File: src/rtl/fetch_aligner_pkg.sv
// Shared definitions for the instruction-fetch aligner: FSM states,
// queue depth and the opcode pattern that marks a 32-bit instruction.
package fetch_aligner_pkg;

  localparam int QDEPTH = 4;
  localparam logic [1:0] OPC_MASK_UNCOMP = 2'b11;

  typedef enum logic [1:0] {
    IDLE = 2'd0,
    REQ  = 2'd1,
    WAIT = 2'd2
  } fetch_state_e;

  function automatic logic is_uncompressed(input logic [15:0] hw);
    return hw[1:0] == OPC_MASK_UNCOMP;
  endfunction

endpackage

File: src/rtl/fetch_aligner_if.sv
// Bus bundle between the fetch aligner, instruction memory, the redirect
// source and the decompressor. master = aligner side, slave = environment.
interface fetch_aligner_if #(parameter int ADDR_W = 8);

  logic              redirect_valid;
  logic [ADDR_W-1:0] redirect_pc;

  logic              imem_req_valid;
  logic [ADDR_W-1:0] imem_req_addr;
  logic              imem_req_ready;
  logic              imem_rsp_valid;
  logic [31:0]       imem_rsp_data;

  logic              instr_valid;
  logic              instr_ready;
  logic [31:0]       instr_data;
  logic [ADDR_W-1:0] instr_pc;
  logic              instr_compressed;

  modport master (
    input  redirect_valid, redirect_pc,
    input  imem_req_ready, imem_rsp_valid, imem_rsp_data, instr_ready,
    output imem_req_valid, imem_req_addr,
    output instr_valid, instr_data, instr_pc, instr_compressed
  );

  modport slave (
    output redirect_valid, redirect_pc,
    output imem_req_ready, imem_rsp_valid, imem_rsp_data, instr_ready,
    input  imem_req_valid, imem_req_addr,
    input  instr_valid, instr_data, instr_pc, instr_compressed
  );

endinterface

File: src/rtl/fetch_aligner_halfword_queue.sv
// Four-entry halfword FIFO that also tracks the PC of its head entry.
// Pushes and pops of one or two halfwords may happen in the same cycle.
module halfword_queue
  import fetch_aligner_pkg::*;
#(
  parameter int              ADDR_W   = 8,
  parameter logic [ADDR_W-1:0] RESET_PC = '0
) (
  input  logic              clk,
  input  logic              rst_n,
  input  logic              flush,
  input  logic [ADDR_W-1:0] flush_pc,
  input  logic [1:0]        push_num,
  input  logic [15:0]       push_hw0,
  input  logic [15:0]       push_hw1,
  input  logic [1:0]        pop_num,
  output logic [2:0]        count,
  output logic [15:0]       head_hw0,
  output logic [15:0]       head_hw1,
  output logic [ADDR_W-1:0] head_pc
);

  localparam int PTR_W = $clog2(QDEPTH);

  logic [15:0]       mem_q [QDEPTH];
  logic [PTR_W-1:0]  head_q;
  logic [PTR_W-1:0]  tail_q;
  logic [2:0]        count_q;
  logic [ADDR_W-1:0] head_pc_q;

  // Flush wins over any push or pop requested in the same cycle.
  always_ff @(posedge clk or negedge rst_n) begin
    if (!rst_n) begin
      head_q    <= '0;
      tail_q    <= '0;
      count_q   <= '0;
      head_pc_q <= RESET_PC;
      for (int i = 0; i < QDEPTH; i++) mem_q[i] <= '0;
    end else if (flush) begin
      head_q    <= '0;
      tail_q    <= '0;
      count_q   <= '0;
      head_pc_q <= flush_pc;
    end else begin
      if (push_num != 2'd0) mem_q[tail_q] <= push_hw0;
      if (push_num == 2'd2) mem_q[tail_q + PTR_W'(1)] <= push_hw1;
      tail_q    <= tail_q + PTR_W'(push_num);
      head_q    <= head_q + PTR_W'(pop_num);
      count_q   <= count_q + {1'b0, push_num} - {1'b0, pop_num};
      head_pc_q <= head_pc_q + ADDR_W'({pop_num, 1'b0});
    end
  end

  assign count    = count_q;
  assign head_hw0 = mem_q[head_q];
  assign head_hw1 = mem_q[head_q + PTR_W'(1)];
  assign head_pc  = head_pc_q;

endmodule

File: src/rtl/fetch_aligner.sv
// RV32IMC fetch front end: fetches aligned words, queues halfwords and hands
// exactly one whole (16- or 32-bit) instruction with its PC per handshake.
module fetch_aligner
  import fetch_aligner_pkg::*;
#(
  parameter int              ADDR_W   = 8,
  parameter logic [ADDR_W-1:0] RESET_PC = '0
) (
  input  logic clk,
  input  logic rst_n,
  fetch_aligner_if.master bus
);

  fetch_state_e      state_q, state_d;
  logic [ADDR_W-1:0] fetch_addr_q, fetch_addr_d;
  logic              skip_lo_q, skip_lo_d;
  logic              drop_q, drop_d;

  logic [2:0]        count;
  logic [15:0]       head_hw0, head_hw1;
  logic [ADDR_W-1:0] head_pc;
  logic              head_uncomp;
  logic              instr_valid;
  logic              rsp_take;
  logic              push;
  logic [1:0]        push_num;
  logic [1:0]        pop_num;
  logic [2:0]        count_left;
  logic [2:0]        count_after;

  halfword_queue #(.ADDR_W(ADDR_W), .RESET_PC(RESET_PC)) u_queue (
    .clk      (clk),
    .rst_n    (rst_n),
    .flush    (bus.redirect_valid),
    .flush_pc (bus.redirect_pc & ~ADDR_W'(1)),
    .push_num (push_num),
    .push_hw0 (skip_lo_q ? bus.imem_rsp_data[31:16] : bus.imem_rsp_data[15:0]),
    .push_hw1 (bus.imem_rsp_data[31:16]),
    .pop_num  (pop_num),
    .count    (count),
    .head_hw0 (head_hw0),
    .head_hw1 (head_hw1),
    .head_pc  (head_pc)
  );

  // A 32-bit head waits until its second halfword is queued.
  assign head_uncomp = is_uncompressed(head_hw0);
  assign instr_valid = (count >= 3'd1 && !head_uncomp) || (count >= 3'd2 && head_uncomp);

  assign pop_num  = (instr_valid && bus.instr_ready && !bus.redirect_valid)
                    ? (head_uncomp ? 2'd2 : 2'd1) : 2'd0;
  assign rsp_take = (state_q == WAIT) && bus.imem_rsp_valid;
  assign push     = rsp_take && !drop_q && !bus.redirect_valid;
  assign push_num = push ? (skip_lo_q ? 2'd1 : 2'd2) : 2'd0;

  assign count_left  = count - {1'b0, pop_num};
  assign count_after = count_left + {1'b0, push_num};

  assign bus.instr_valid      = instr_valid;
  assign bus.instr_data       = !instr_valid ? 32'h0
                              : (head_uncomp ? {head_hw1, head_hw0} : {16'h0, head_hw0});
  assign bus.instr_pc         = instr_valid ? head_pc : '0;
  assign bus.instr_compressed = instr_valid && !head_uncomp;
  assign bus.imem_req_valid   = (state_q == REQ);
  assign bus.imem_req_addr    = (state_q == REQ) ? fetch_addr_q : '0;

  always_ff @(posedge clk or negedge rst_n) begin
    if (!rst_n) begin
      state_q      <= IDLE;
      fetch_addr_q <= RESET_PC & ~ADDR_W'(3);
      skip_lo_q    <= RESET_PC[1];
      drop_q       <= 1'b0;
    end else begin
      state_q      <= state_d;
      fetch_addr_q <= fetch_addr_d;
      skip_lo_q    <= skip_lo_d;
      drop_q       <= drop_d;
    end
  end

  // One request in flight at most; a redirect retargets fetch and marks any
  // already-accepted request so its response is thrown away.
  always_comb begin
    state_d      = state_q;
    fetch_addr_d = fetch_addr_q;
    skip_lo_d    = skip_lo_q;
    drop_d       = drop_q;

    if (push) skip_lo_d = 1'b0;

    case (state_q)
      IDLE: begin
        if (bus.redirect_valid || count_left <= 3'd2) state_d = REQ;
      end
      REQ: begin
        if (bus.imem_req_ready) begin
          state_d      = WAIT;
          fetch_addr_d = fetch_addr_q + ADDR_W'(4);
          if (bus.redirect_valid) drop_d = 1'b1;
        end
      end
      WAIT: begin
        if (bus.imem_rsp_valid) begin
          drop_d = 1'b0;
          if (bus.redirect_valid || count_after <= 3'd2) state_d = REQ;
          else                                          state_d = IDLE;
        end else if (bus.redirect_valid) begin
          drop_d = 1'b1;
        end
      end
      default: state_d = IDLE;
    endcase

    if (bus.redirect_valid) begin
      fetch_addr_d = bus.redirect_pc & ~ADDR_W'(3);
      skip_lo_d    = bus.redirect_pc[1];
    end
  end

endmodule

File: src/flat_wrapper.sv
// flat-port wrapper written by rule: the top's interface ports become plain ports
module fetch_aligner_flat import fetch_aligner_pkg::*;
#(
  parameter int              ADDR_W   = 8,
  parameter logic [ADDR_W-1:0] RESET_PC = '0
)
  (clk, rst_n, bus_redirect_valid, bus_redirect_pc, bus_imem_req_ready, bus_imem_rsp_valid, bus_imem_rsp_data, bus_instr_ready, bus_imem_req_valid, bus_imem_req_addr, bus_instr_valid, bus_instr_data, bus_instr_pc, bus_instr_compressed);
  fetch_aligner_if #(.ADDR_W(ADDR_W)) bus_i ();
  input  logic clk;
  input  logic rst_n;
  input wire logic [$bits(bus_i.redirect_valid)-1:0] bus_redirect_valid;
  input wire logic [$bits(bus_i.redirect_pc)-1:0] bus_redirect_pc;
  input wire logic [$bits(bus_i.imem_req_ready)-1:0] bus_imem_req_ready;
  input wire logic [$bits(bus_i.imem_rsp_valid)-1:0] bus_imem_rsp_valid;
  input wire logic [$bits(bus_i.imem_rsp_data)-1:0] bus_imem_rsp_data;
  input wire logic [$bits(bus_i.instr_ready)-1:0] bus_instr_ready;
  output wire logic [$bits(bus_i.imem_req_valid)-1:0] bus_imem_req_valid;
  output wire logic [$bits(bus_i.imem_req_addr)-1:0] bus_imem_req_addr;
  output wire logic [$bits(bus_i.instr_valid)-1:0] bus_instr_valid;
  output wire logic [$bits(bus_i.instr_data)-1:0] bus_instr_data;
  output wire logic [$bits(bus_i.instr_pc)-1:0] bus_instr_pc;
  output wire logic [$bits(bus_i.instr_compressed)-1:0] bus_instr_compressed;
  assign bus_i.redirect_valid = bus_redirect_valid;
  assign bus_i.redirect_pc = bus_redirect_pc;
  assign bus_i.imem_req_ready = bus_imem_req_ready;
  assign bus_i.imem_rsp_valid = bus_imem_rsp_valid;
  assign bus_i.imem_rsp_data = bus_imem_rsp_data;
  assign bus_i.instr_ready = bus_instr_ready;
  assign bus_imem_req_valid = bus_i.imem_req_valid;
  assign bus_imem_req_addr = bus_i.imem_req_addr;
  assign bus_instr_valid = bus_i.instr_valid;
  assign bus_instr_data = bus_i.instr_data;
  assign bus_instr_pc = bus_i.instr_pc;
  assign bus_instr_compressed = bus_i.instr_compressed;
  fetch_aligner #(.ADDR_W(ADDR_W), .RESET_PC(RESET_PC)) u_core (.clk(clk), .rst_n(rst_n), .bus(bus_i));
endmodule
File: config.mk
export PLATFORM = sky130hd
export DESIGN_NAME = fetch_aligner_flat
export DESIGN_NICKNAME = d
export VERILOG_FILES = /design/src/rtl/fetch_aligner_pkg.sv /design/src/rtl/fetch_aligner_if.sv /design/src/rtl/fetch_aligner_halfword_queue.sv /design/src/rtl/fetch_aligner.sv /design/src/flat_wrapper.sv
export SDC_FILE = /design/constraint.sdc
export NUM_CORES = 1
export LEC_CHECK = 0
export BUFFER_PORTS_ARGS = -buffer_cell sky130_fd_sc_hd__buf_2
export CAP_MARGIN = 30
export CORE_MARGIN = 2
export CORE_UTILIZATION = 40
export CTS_CLUSTER_SIZE = 20
export DETAILED_ROUTE_END_ITERATION = 6
export HOLD_SLACK_MARGIN = 0.03
export MAX_ROUTING_LAYER = met4
export PLACE_DENSITY = 0.64
export SYNTH_ARGS = -nofsm -noshare
export SYNTH_HDL_FRONTEND = slang
export SYNTH_HIERARCHICAL = 1
export SYNTH_SLANG_ARGS = --single-unit
File: constraint.sdc
create_clock -name clk -period 4.7 [get_ports clk]
set_input_delay 0.47 -clock clk [delete_from_list [all_inputs] [get_ports clk]]
set_output_delay 0.47 -clock clk [all_outputs]
set_load 0.1 [all_outputs]
Word-level counts from Yosys, hierarchy flattened --
Cells that the tools add are included.
Storage, ports and cells: input port bits 46, word-level logic and storage cells 110, flip-flop bits (word level) 91
Operators by class: bitwise operators 4, equal/unequal tests 7, mux-type cells 42, add/sub/neg operators 10, $lt $le $gt $ge 10, reductions and logical operators 25
Operators by type and width (count):
- two-way mux 64 bit | 3
- bitwise mux 64 bit | 2
- two-way mux 16 bit | 7
- binary-select mux 16 bit (select 2 bit) | 2
- demux 16 bit (select 2 bit) | 2
- two-way mux 32 bit | 2
- two-way mux 8 bit | 6
- two-way mux 2 bit | 9
- >= comparator 3 bit, second input constant | 4
- inverter 2 -> 3 bit | 4
- logical AND 1 bit | 10
- nonzero test 2 bit | 5
- adder 8 x 3 -> 8 bit | 1
- adder 8 x 3 -> 8 bit, second input constant | 1
- adder 3 x 2 -> 3 bit | 2
- == test 2 bit, second input constant | 3
- <= comparator 3 x 2 -> 1 bit, second input constant | 2
- < comparator 3 x 1 -> 1 bit, second input constant | 2
- two-way mux 1 bit | 6
- case mux 2 bit (3 select lines) | 1
- subtractor 3 x 2 -> 3 bit | 2
- adder 2 x 1 -> 2 bit, second input constant | 2
- adder 2 bit | 2
- != test 2 bit, second input constant | 2
- 11 further kinds | 16

Longest topological paths before layout --
Gate-level depths: netlist of the first run.
depth after elaboration 18, mapped depth 14, mapped depth without buffers 12

By module --
Netlist of the first run, hierarchy kept.
By module, submodules not included:
- halfword_queue | cells each 376, times used 1, area an instance 4514.3 µm²
- fetch_aligner | cells each 153, times used 1, area an instance 1253.7 µm²

Worst setup path before layout of the first run --
OpenSTA, ideal clock, no wires.
path kind register to output, from register u_core.u_queue.head_q[0], to output bus_instr_compressed, required time 4.230 ns, cell stages (with the launch flop) 6, setup slack 0.481 ns, arrival time 3.749 ns, cell sequence dfrtp_1 clkbuf_1 buf_2 mux4_2 nand2_1 a21boi_0
On the way: cells in the longest elaborated chain, start to end 9
Ends and longest elaborated chain:
- from (decl) | RTL line fetch_aligner_halfword_queue.sv:26 | logic [PTR_W-1:0] head_q;
- from (signal assigned) | RTL line fetch_aligner_halfword_queue.sv:48 | head_q <= head_q + PTR_W'(pop_num);
- inverter 2 -> 3 bit (implied by the code) (*) | RTL line fetch_aligner_halfword_queue.sv:55 | assign head_hw0 = mem_q[head_q];
- binary-select mux 16 bit (select 2 bit) (*) | RTL line fetch_aligner_halfword_queue.sv:55
- two-way mux 16 bit (implied by the code) (*) (2 in series) | RTL line fetch_aligner_halfword_queue.sv:55
- via u_core.head_hw0[1] | RTL line fetch_aligner.sv:20 | logic [15:0] head_hw0, head_hw1;
- == test 2 bit (*) | RTL line fetch_aligner_pkg.sv:15 | return hw[1:0] == OPC_MASK_UNCOMP;
- zero test 1 bit | RTL line fetch_aligner.sv:48, fetch_aligner.sv:63
- logical AND 1 bit | RTL line fetch_aligner.sv:48 | assign instr_valid = (count >= 3'd1 && !head_uncomp) || (count >= 3'd2 && head_uncomp);
- logical OR 1 bit | RTL line fetch_aligner.sv:48
- logical AND 1 bit (*) | RTL line fetch_aligner.sv:63 | assign bus.instr_compressed = instr_valid && !head_uncomp;
- to (decl) | RTL line flat_wrapper.sv:22 | output wire logic [$bits(bus_i.instr_compressed)-1:0] bus_instr_compressed;
The timed path passes the listed nets; every way through them passes the cells marked *. The select of a mux whose other input is x is not followed.

Worst setup path after layout of the first run --
from register u_core.u_queue.head_q[0], to register u_core.state_q[0]
On the way: cells in the longest elaborated chain, start to end 18
Ends and longest elaborated chain:
- inverter 2 -> 3 bit (implied by the code) (*) | RTL line fetch_aligner_halfword_queue.sv:55
- binary-select mux 16 bit (select 2 bit) (*) | RTL line fetch_aligner_halfword_queue.sv:55
- two-way mux 16 bit (implied by the code) (*) (2 in series) | RTL line fetch_aligner_halfword_queue.sv:55
- via u_core.head_hw0[0] | RTL line fetch_aligner.sv:20
- == test 2 bit (*) | RTL line fetch_aligner_pkg.sv:15
- zero test 1 bit | RTL line fetch_aligner.sv:48
- logical AND 1 bit | RTL line fetch_aligner.sv:48
- logical OR 1 bit | RTL line fetch_aligner.sv:48
- (+3 left out)
- via u_core.pop_num[0] | RTL line fetch_aligner.sv:27 | logic [1:0] pop_num;
- subtractor 3 x 2 -> 3 bit (*) | RTL line fetch_aligner.sv:56 | assign count_left = count - {1'b0, pop_num};
- adder 3 x 2 -> 3 bit | RTL line fetch_aligner.sv:57 | assign count_after = count_left + {1'b0, push_num};
- <= comparator 3 x 2 -> 1 bit | RTL line fetch_aligner.sv:105 | if (bus.redirect_valid || count_after <= 3'd2) state_d = REQ;
- logical OR 1 bit | RTL line fetch_aligner.sv:105
- two-way mux 1 bit | RTL line fetch_aligner.sv:105
- two-way mux 2 bit | RTL line fetch_aligner.sv:103 | if (bus.imem_rsp_valid) begin
- case mux 2 bit (3 select lines) | RTL line fetch_aligner.sv:91 | case (state_q)
- to (signal assigned) | RTL line fetch_aligner.sv:74 | state_q <= state_d;
- to (decl) | RTL line fetch_aligner.sv:14 | fetch_state_e state_q, state_d;
Marked as above. A chain may end at the register's enable or synchronous reset.

==> results of run 1 <==
-- state kept, by name, summed over array words and instances (netlist names) --
signal and cells:
u_core/u_queue/tail_q 2, u_core/fetch_addr_q 6, u_core/u_queue/head_q 2, u_core/drop_q 1, u_core/u_queue/count 3, u_core/u_queue/mem_q 64, u_core/u_queue/head_pc 8, u_core/skip_lo_q 1
u_core/state_q 2
-- cell type report --
type,count,area (sq um),share of cell area (%)
Antenna cell,1,2.502,0.03719
Clock buffer,9,225.2,3.347
Clock inverter,7,77.57,1.153
Inverter,17,63.81,0.9483
Multi-Input combinational cell,387,3291,48.90
Sequential cell,89,2228,33.12
Tap cell,180,225.2,3.347
Timing Repair Buffer,110,615.6,9.148
-- cells by family after synthesis --
logic type               after synthesis  share of synthesized area [%]
buffers and inverters                 55                          4.469
AND/OR/NAND/NOR                      180                          17.03
AO/OA/AOI/OAI                        124                          17.66
other                                  1                        0.06501
adder cells (fa/ha/maj)               14                          3.688
flip-flops                            89                          38.61
multiplexers                          52                          16.36
XOR/XNOR                              14                          2.126
-- synthesized netlist by cell type (3+ instances only) --
library cell   n  area [sq um]
nand2_1       81         304.0
fa_1           5         100.1
nor2b_1       19         118.9
o21ai_0       15         75.07
clkbuf_1      15         56.30
ha_1           9         112.6
buf_4          5         37.54
or4_1          3         22.52
dfrtp_1       89          2227
nand3_1        4         20.02
buf_2         14         70.07
xnor2_1        8         70.07
o2bb2ai_1     22         192.7
and2_1        24         150.1
inv_1         16         60.06
nor2_1        11         41.29
mux2_2        18         202.7
xor2_1         6         52.55
a22oi_1       62         465.5
mux4_2        32         720.7
and2b_1       14         105.1
nand2b_1       5         31.28
o2bb2ai_2     10         150.1
-- how the worst max path moves through the flow --
| stage | startpoint | end | slack [ns] | depth (start not counted) |
|---|---|---|---|---|
| 3_5_place_dp | u_core/u_queue/head_q[0] | u_core/state_q[0] | 0.88 | 12 |
| 3_3_place_gp | u_core/u_queue/head_q[0] | u_core/state_q[0] | 0.99 | 12 |
| 2_1_floorplan | u_core/u_queue/head_q[0] | bus_instr_compressed | 0.48 | 5 |
| 6_report | u_core/u_queue/head_q[0] | u_core/state_q[0] | 0.87 | 12 |
| 4_1_cts | u_core/u_queue/head_q[0] | u_core/state_q[0] | 0.85 | 12 |
| 5_1_grt | u_core/u_queue/head_q[0] | u_core/state_q[0] | 0.64 | 12 |
-- report_power, final --
group / total (mW) / internal (mW) / switching (mW) / leakage, nW
combinational: 1.55 / 0.453 / 1.09 / 1.69
clock: 0.742 / 0.416 / 0.327 / 0.135
sequential: 1.04 / 0.906 / 0.134 / 1.18
total: 3.33 / 1.77 / 1.55 / 3.01
-- per-stage QoR --
step                      setup slack, ns  instance area, sq um
after floorplan                    0.4814                  5776
after global placement             0.9948                  6396
after detailed placement           0.8814                  6396
after CTS                          0.8513                  6699
after global routing               0.6438                  6729
final                              0.8693                  6729
-- routing by layer --
| metal | GRT usage, % | part of all wire (%) | up-vias |
|---|---|---|---|
| met5 | - | 0 | - |
| met4 | 5.267 | 1.2 | 0 |
| met3 | 6.410 | 8.5 | 21 |
| met2 | 37.16 | 49 | 220 |
| met1 | 28.43 | 42 | 2376 |
| li1 | - | - | 2106 |
==> impl_metrics.csv, run 1 <==
group,metric,value,unit
timing,worst_clock_skew,0.007361,ns
synth,ys_warnings,6,
synth,ys.flop_type,"dfrtp_1",
global_routing,residual_overflow_from_global_routing,0,
routing,drc_violation_count_after_routing,0,
setup_path,rr_startpoint,"u_core/u_queue/head_q[0]",
synth,yosys_register_bits,89,
synth,post_synth.cell_area_avg,10.90,sq um
timing,fin_hold_ws,0.1183,ns
power,power.ir.vdd_worst,0.0003306,V
final_layout,post_route_cells_drive_above_1_share,32.79,%
routing,drt_iter0_drc,368,
synth,synthDistinctLibCells,54,
placed_design,dp.final_hpwl,10.37,mm
final_layout,layout.cells.non_filler,800,
setup_path,cp.buffers_inverters,2,
placed_design,finalWeightedCongestion,0.8263,
timing,post_route_setup_tns,0,ns
timing,max-slew-margin-rel,31.77,%
clock_network,post_cts_resize_count,0,
setup_path,crit_arrival,4.11,ns
job,timing.max_cap.violations,0,
clock_network,cts-root-to-sink-buffers,2,
clock_network,cts_max_level,3,
die,chipHeight,124.1,microns
timing,fin_crit,3.831,ns
final_layout,fin_nets,674,
clock_network,clkLatencyLatePin,0.35,ns
die,top_level_ports,97,
clock_network,clock-sinks,89,
synth,synthArstFlopShare,100.0,%
final_layout,final_cell_mix,"buf_2, dfrtp_1, nand2_1, a22oi_1, mux4_2",
setup_path,start_kind,"register",
timing,crit_share_post_route,81.51,%
setup_path,timing.critical_path.required,4.97,ns
global_routing,global_route.usage.total,22.84,%
setup_path,worst_path_largest_cell_delay,0.56,ns
setup_path,worst_r2r_path_depth,12,
synth,post_synth_instance_area,0.005768,sq mm
final_layout,fillCellCount,1298,
global_routing,maximum_number_of_pins_on_one_net_before_global_route_repair,67,
status,run_status,"finished, final reports clean",
routing,via_count,4723,
setup_path,setup.worst_path.end_class,"register",
clock_network,cts.root.buffer_cell,"clkbuf_16",
global_routing,grt_antenna_before_repair,1,
die,start_util,41.23,%
timing,final_max_slew_viol_count,0,
clock_network,clkTransAtPathRegs,0.07,ns
clock_network,cts_setup_buffers,0,
synth,synth_cells,529,
synth,number_of_enable_flip_flop_cells_after_synthesis,0,
die,die_width,124.1,microns
final_layout,layout.cells.most_common,"buf_2",
power,p_leak,3.012,nW
synth,synth.yosys.seq_area_share,38.61,%
timing,finalHoldViolations,0,
setup_path,crit_chain,"mux4_2, nand2_1, a21boi_2, nor4bb_1, ha_1, inv_1, fa_1, inv_1, fa_1, nand2b_1, or4b_1, a31oi_1",
clock_network,clock_buffers_created_by_tritoncts,9,
setup_path,reg2reg_slack,0.87,ns
timing,setup-violations-final,0,
global_routing,grt_first_pass_wirelength,25.66,mm
timing,tightest_slew,1.023,ns
final_layout,area_delta_synth_final,16.66,%
timing,grt_setup_unrepaired,"no",
routing,viasPerCell,5.904,
setup_path,timing.critical_path.max_delay_family,"adder cells",
die,core_region_area,0.01399,sq mm
setup_path,crit_path_max_fanout,8,
setup_path,slowest_stage,"mux4_2",
timing,maximum_frequency_from_static_timing_analysis,0.2610,GHz
final_layout,postLayoutCoreUtil,48.10,%
clock_network,cts_hold_repair.buffers,0,
power,finalPower,3.328,mW
die,number_of_rows_in_the_core_area,43,
routing,ant_nets,0,
min_path,hp-class,"in -> async",
global_routing,grt_pass1_vias,4776,
routing,drtPass1Iterations,5,
setup_path,timing.rr.end,"u_core/state_q[0]",
routing,post_drt_wl_per_cell,20.18,microns
routing,routed_wl,16.15,mm
power,power.density,494.6,mW/mm^2
placed_design,place.detailed.instances,782,
clock_network,cts_tree,"done",
die,floorplan.die_area,0.01540,sq mm
setup_path,timing.setup.critical_path_class,"reg -> reg",
placed_design,buffers_on_ports,93,
No activity file was read; power rests on OpenSTA's default activity.
==> inputs of run 2 (changes only) <==
- clock period: 4.7 -> 3.9 ns (I/O delays scaled with it)
==> impl_metrics.csv, run 2 (same netlist as run 1, synthesis figures left out) <==
group,metric,value,unit
status,run_status,"finished, final reports clean",
job,timing.max_cap.violations,0,
routing,routed_wl,15.86,mm
setup_path,crit_arrival,3.95,ns
final_layout,num_antenna_cells,0,
placed_design,place.detailed.instances,788,
global_routing,grt_first_pass_wirelength,25.36,mm
final_layout,fillCellCount,1301,
clock_network,cts_tree,"done",
final_layout,final_cell_mix,"buf_2, dfrtp_1, nand2_1, a22oi_1, mux4_2",
timing,maximum_frequency_from_static_timing_analysis,0.2722,GHz
timing,setup-violations-final,0,
global_routing,maximum_number_of_pins_on_one_net_before_global_route_repair,68,
timing,worst_clock_skew,0.01031,ns
setup_path,slowest_stage,"mux4_2",
global_routing,global_route.usage.total,22.21,%
power,switching_power_total,1.845,mW
final_layout,postLayoutCoreUtil,48.17,%
placed_design,dp.final_hpwl,10.68,mm
timing,finalHoldViolations,0,
power,combPwrFrac,47.0,%
setup_path,crit_path_max_fanout,5,
routing,drc_violation_count_after_routing,0,
global_routing,residual_overflow_from_global_routing,0,
timing,max-slew-margin-rel,37.43,%
clock_network,clkLatencyLatePin,0.35,ns
final_layout,post_route_cells_drive_above_1_share,33.01,%
clock_network,cts_setup_buffers,0,
clock_network,cts.root.buffer_cell,"clkbuf_16",
final_layout,fin_nets,679,
final_layout,layout.cells.non_filler,804,
final_layout,largest_register_ffs,64,
setup_path,setup.worst_path.end_class,"register",
placed_design,post-place-ws,0.2143,ns
setup_path,timing.critical_path.required,4.17,ns
power,p_seq_share,31.4,%
setup_path,worst_path_largest_cell_delay,0.53,ns
die,chipHeight,124.1,microns
power,finalPower,3.984,mW
clock_network,cts-root-to-sink-buffers,2,
routing,post_drt_wl_per_cell,19.73,microns
placed_design,place_area,0.006447,sq mm
clock_network,post_cts_resize_count,0,
clock_network,cts_max_level,3,
routing,via_count,4766,
die,number_of_rows_in_the_core_area,43,
power,power_switching_share,46.32,%
power,intPower,2.139,mW
clock_network,cts_hold_repair.buffers,0,
placed_design,finalWeightedCongestion,0.8278,
routing,drtPass1Iterations,7,
final_layout,area_delta_synth_final,16.81,%
timing,grt_setup_unrepaired,"no",
timing,final_max_slew_viol_count,0,
clock_network,clock-sinks,89,
power,p_leak,3.030,nW
setup_path,reg2reg_slack,0.23,ns
setup_path,start_kind,"register",
die,core_region_area,0.01399,sq mm
timing,fin_crit,3.673,ns
timing,layout_setup_ws,0.2266,ns
final_layout,layout.cells.most_common,"buf_2",
clock_network,clock_buffers_created_by_tritoncts,9,
routing,drt_iter0_drc,345,
routing,ant_nets,0,
routing,viasPerCell,5.928,
die,start_util,41.23,%
power,power.ir.vdd_worst,0.0002999,V
setup_path,timing.setup.critical_path_class,"reg -> reg",
die,top_level_ports,97,
placed_design,buffers_on_ports,93,
min_path,hp-class,"in -> async",
setup_path,crit_chain,"mux4_2, nand2_1, a21boi_2, nor4bb_2, ha_1, inv_1, fa_1, inv_1, fa_1, nand2b_1, or4b_1, a31oi_1",
timing,fin_hold_ws,0.1315,ns
setup_path,rr_startpoint,"u_core/u_queue/head_q[0]",
power,power.density,591.4,mW/mm^2
clock_network,clkTransAtPathRegs,0.07,ns
global_routing,grt_pass1_vias,4782,
setup_path,timing.rr.end,"u_core/state_q[0]",
final_layout,layout.cell_area.non_filler,0.006738,sq mm
power,pwr-share-clk,21.6,%
timing,tightest_slew,0.9366,ns
final_layout,largest-register,"u_core/u_queue/mem_q",
die,floorplan.die_area,0.01540,sq mm
timing,post_route_setup_tns,0,ns
timing,crit_share_post_route,94.19,%
setup_path,worst_r2r_path_depth,12,
die,die_width,124.1,microns
global_routing,grt_antenna_before_repair,0,
==> run 2: worst max-delay path by stage <==
| stage | from | end | cells after the start |
|---|---|---|---|
| floorplan | u_core/u_queue/head_q[0] | u_core/state_q[0] | 14 |
| global placement | u_core/u_queue/head_q[0] | u_core/state_q[0] | 12 |
| detailed placement | u_core/u_queue/head_q[0] | u_core/state_q[0] | 12 |
| CTS | u_core/u_queue/head_q[0] | u_core/state_q[0] | 12 |
| global route | u_core/u_queue/head_q[0] | u_core/state_q[0] | 12 |
| finish | u_core/u_queue/head_q[0] | u_core/state_q[0] | 12 |
==> run 2: worst max-delay path, delay by kind of cell, from the launching register on <==
family | cells | cell delay [ns]
buffers and inverters | 2 | 0.11
adders and majority gates | 3 | 1.21
DFF | 1 | 0.43
muxes | 1 | 0.53
AOI/OAI and AO/OA | 2 | 0.25
and+or+nand+nor | 4 | 1.08
==> run 2: layout make-up <==
cell class | count | area (sq um) | share of cell area [%]
well taps | 180 | 225.2 | 3.343
clock buffers | 12 | 236.5 | 3.510
multi-input cells | 387 | 3297 | 48.93
repair buffers | 115 | 633.1 | 9.396
clock inverters | 4 | 53.80 | 0.7985
flip-flops and latches | 89 | 2228 | 33.07
inverters | 17 | 63.81 | 0.9471
==> run 2: layer usage <==
metal	routed length, microns	GRT usage, %	vias to the layer above
li1	-	-	2112
met1	6565	28.38	2400
met2	7856	35.38	220
met3	1146	4.945	34
met4	291	6.952	0
met5	0	-	-
==> run 2: power groups by stage <==
stage | registers (mW) | clock network [mW] | logic, mW
3_5_place_dp | 1.26 | 0 | 1.88
2_1_floorplan | 1.21 | 0 | 1.56
5_1_grt | 1.27 | 0.919 | 1.99
6_report | 1.25 | 0.860 | 1.87
3_3_place_gp | 1.24 | 0 | 1.86
4_1_cts | 1.25 | 0.883 | 1.89
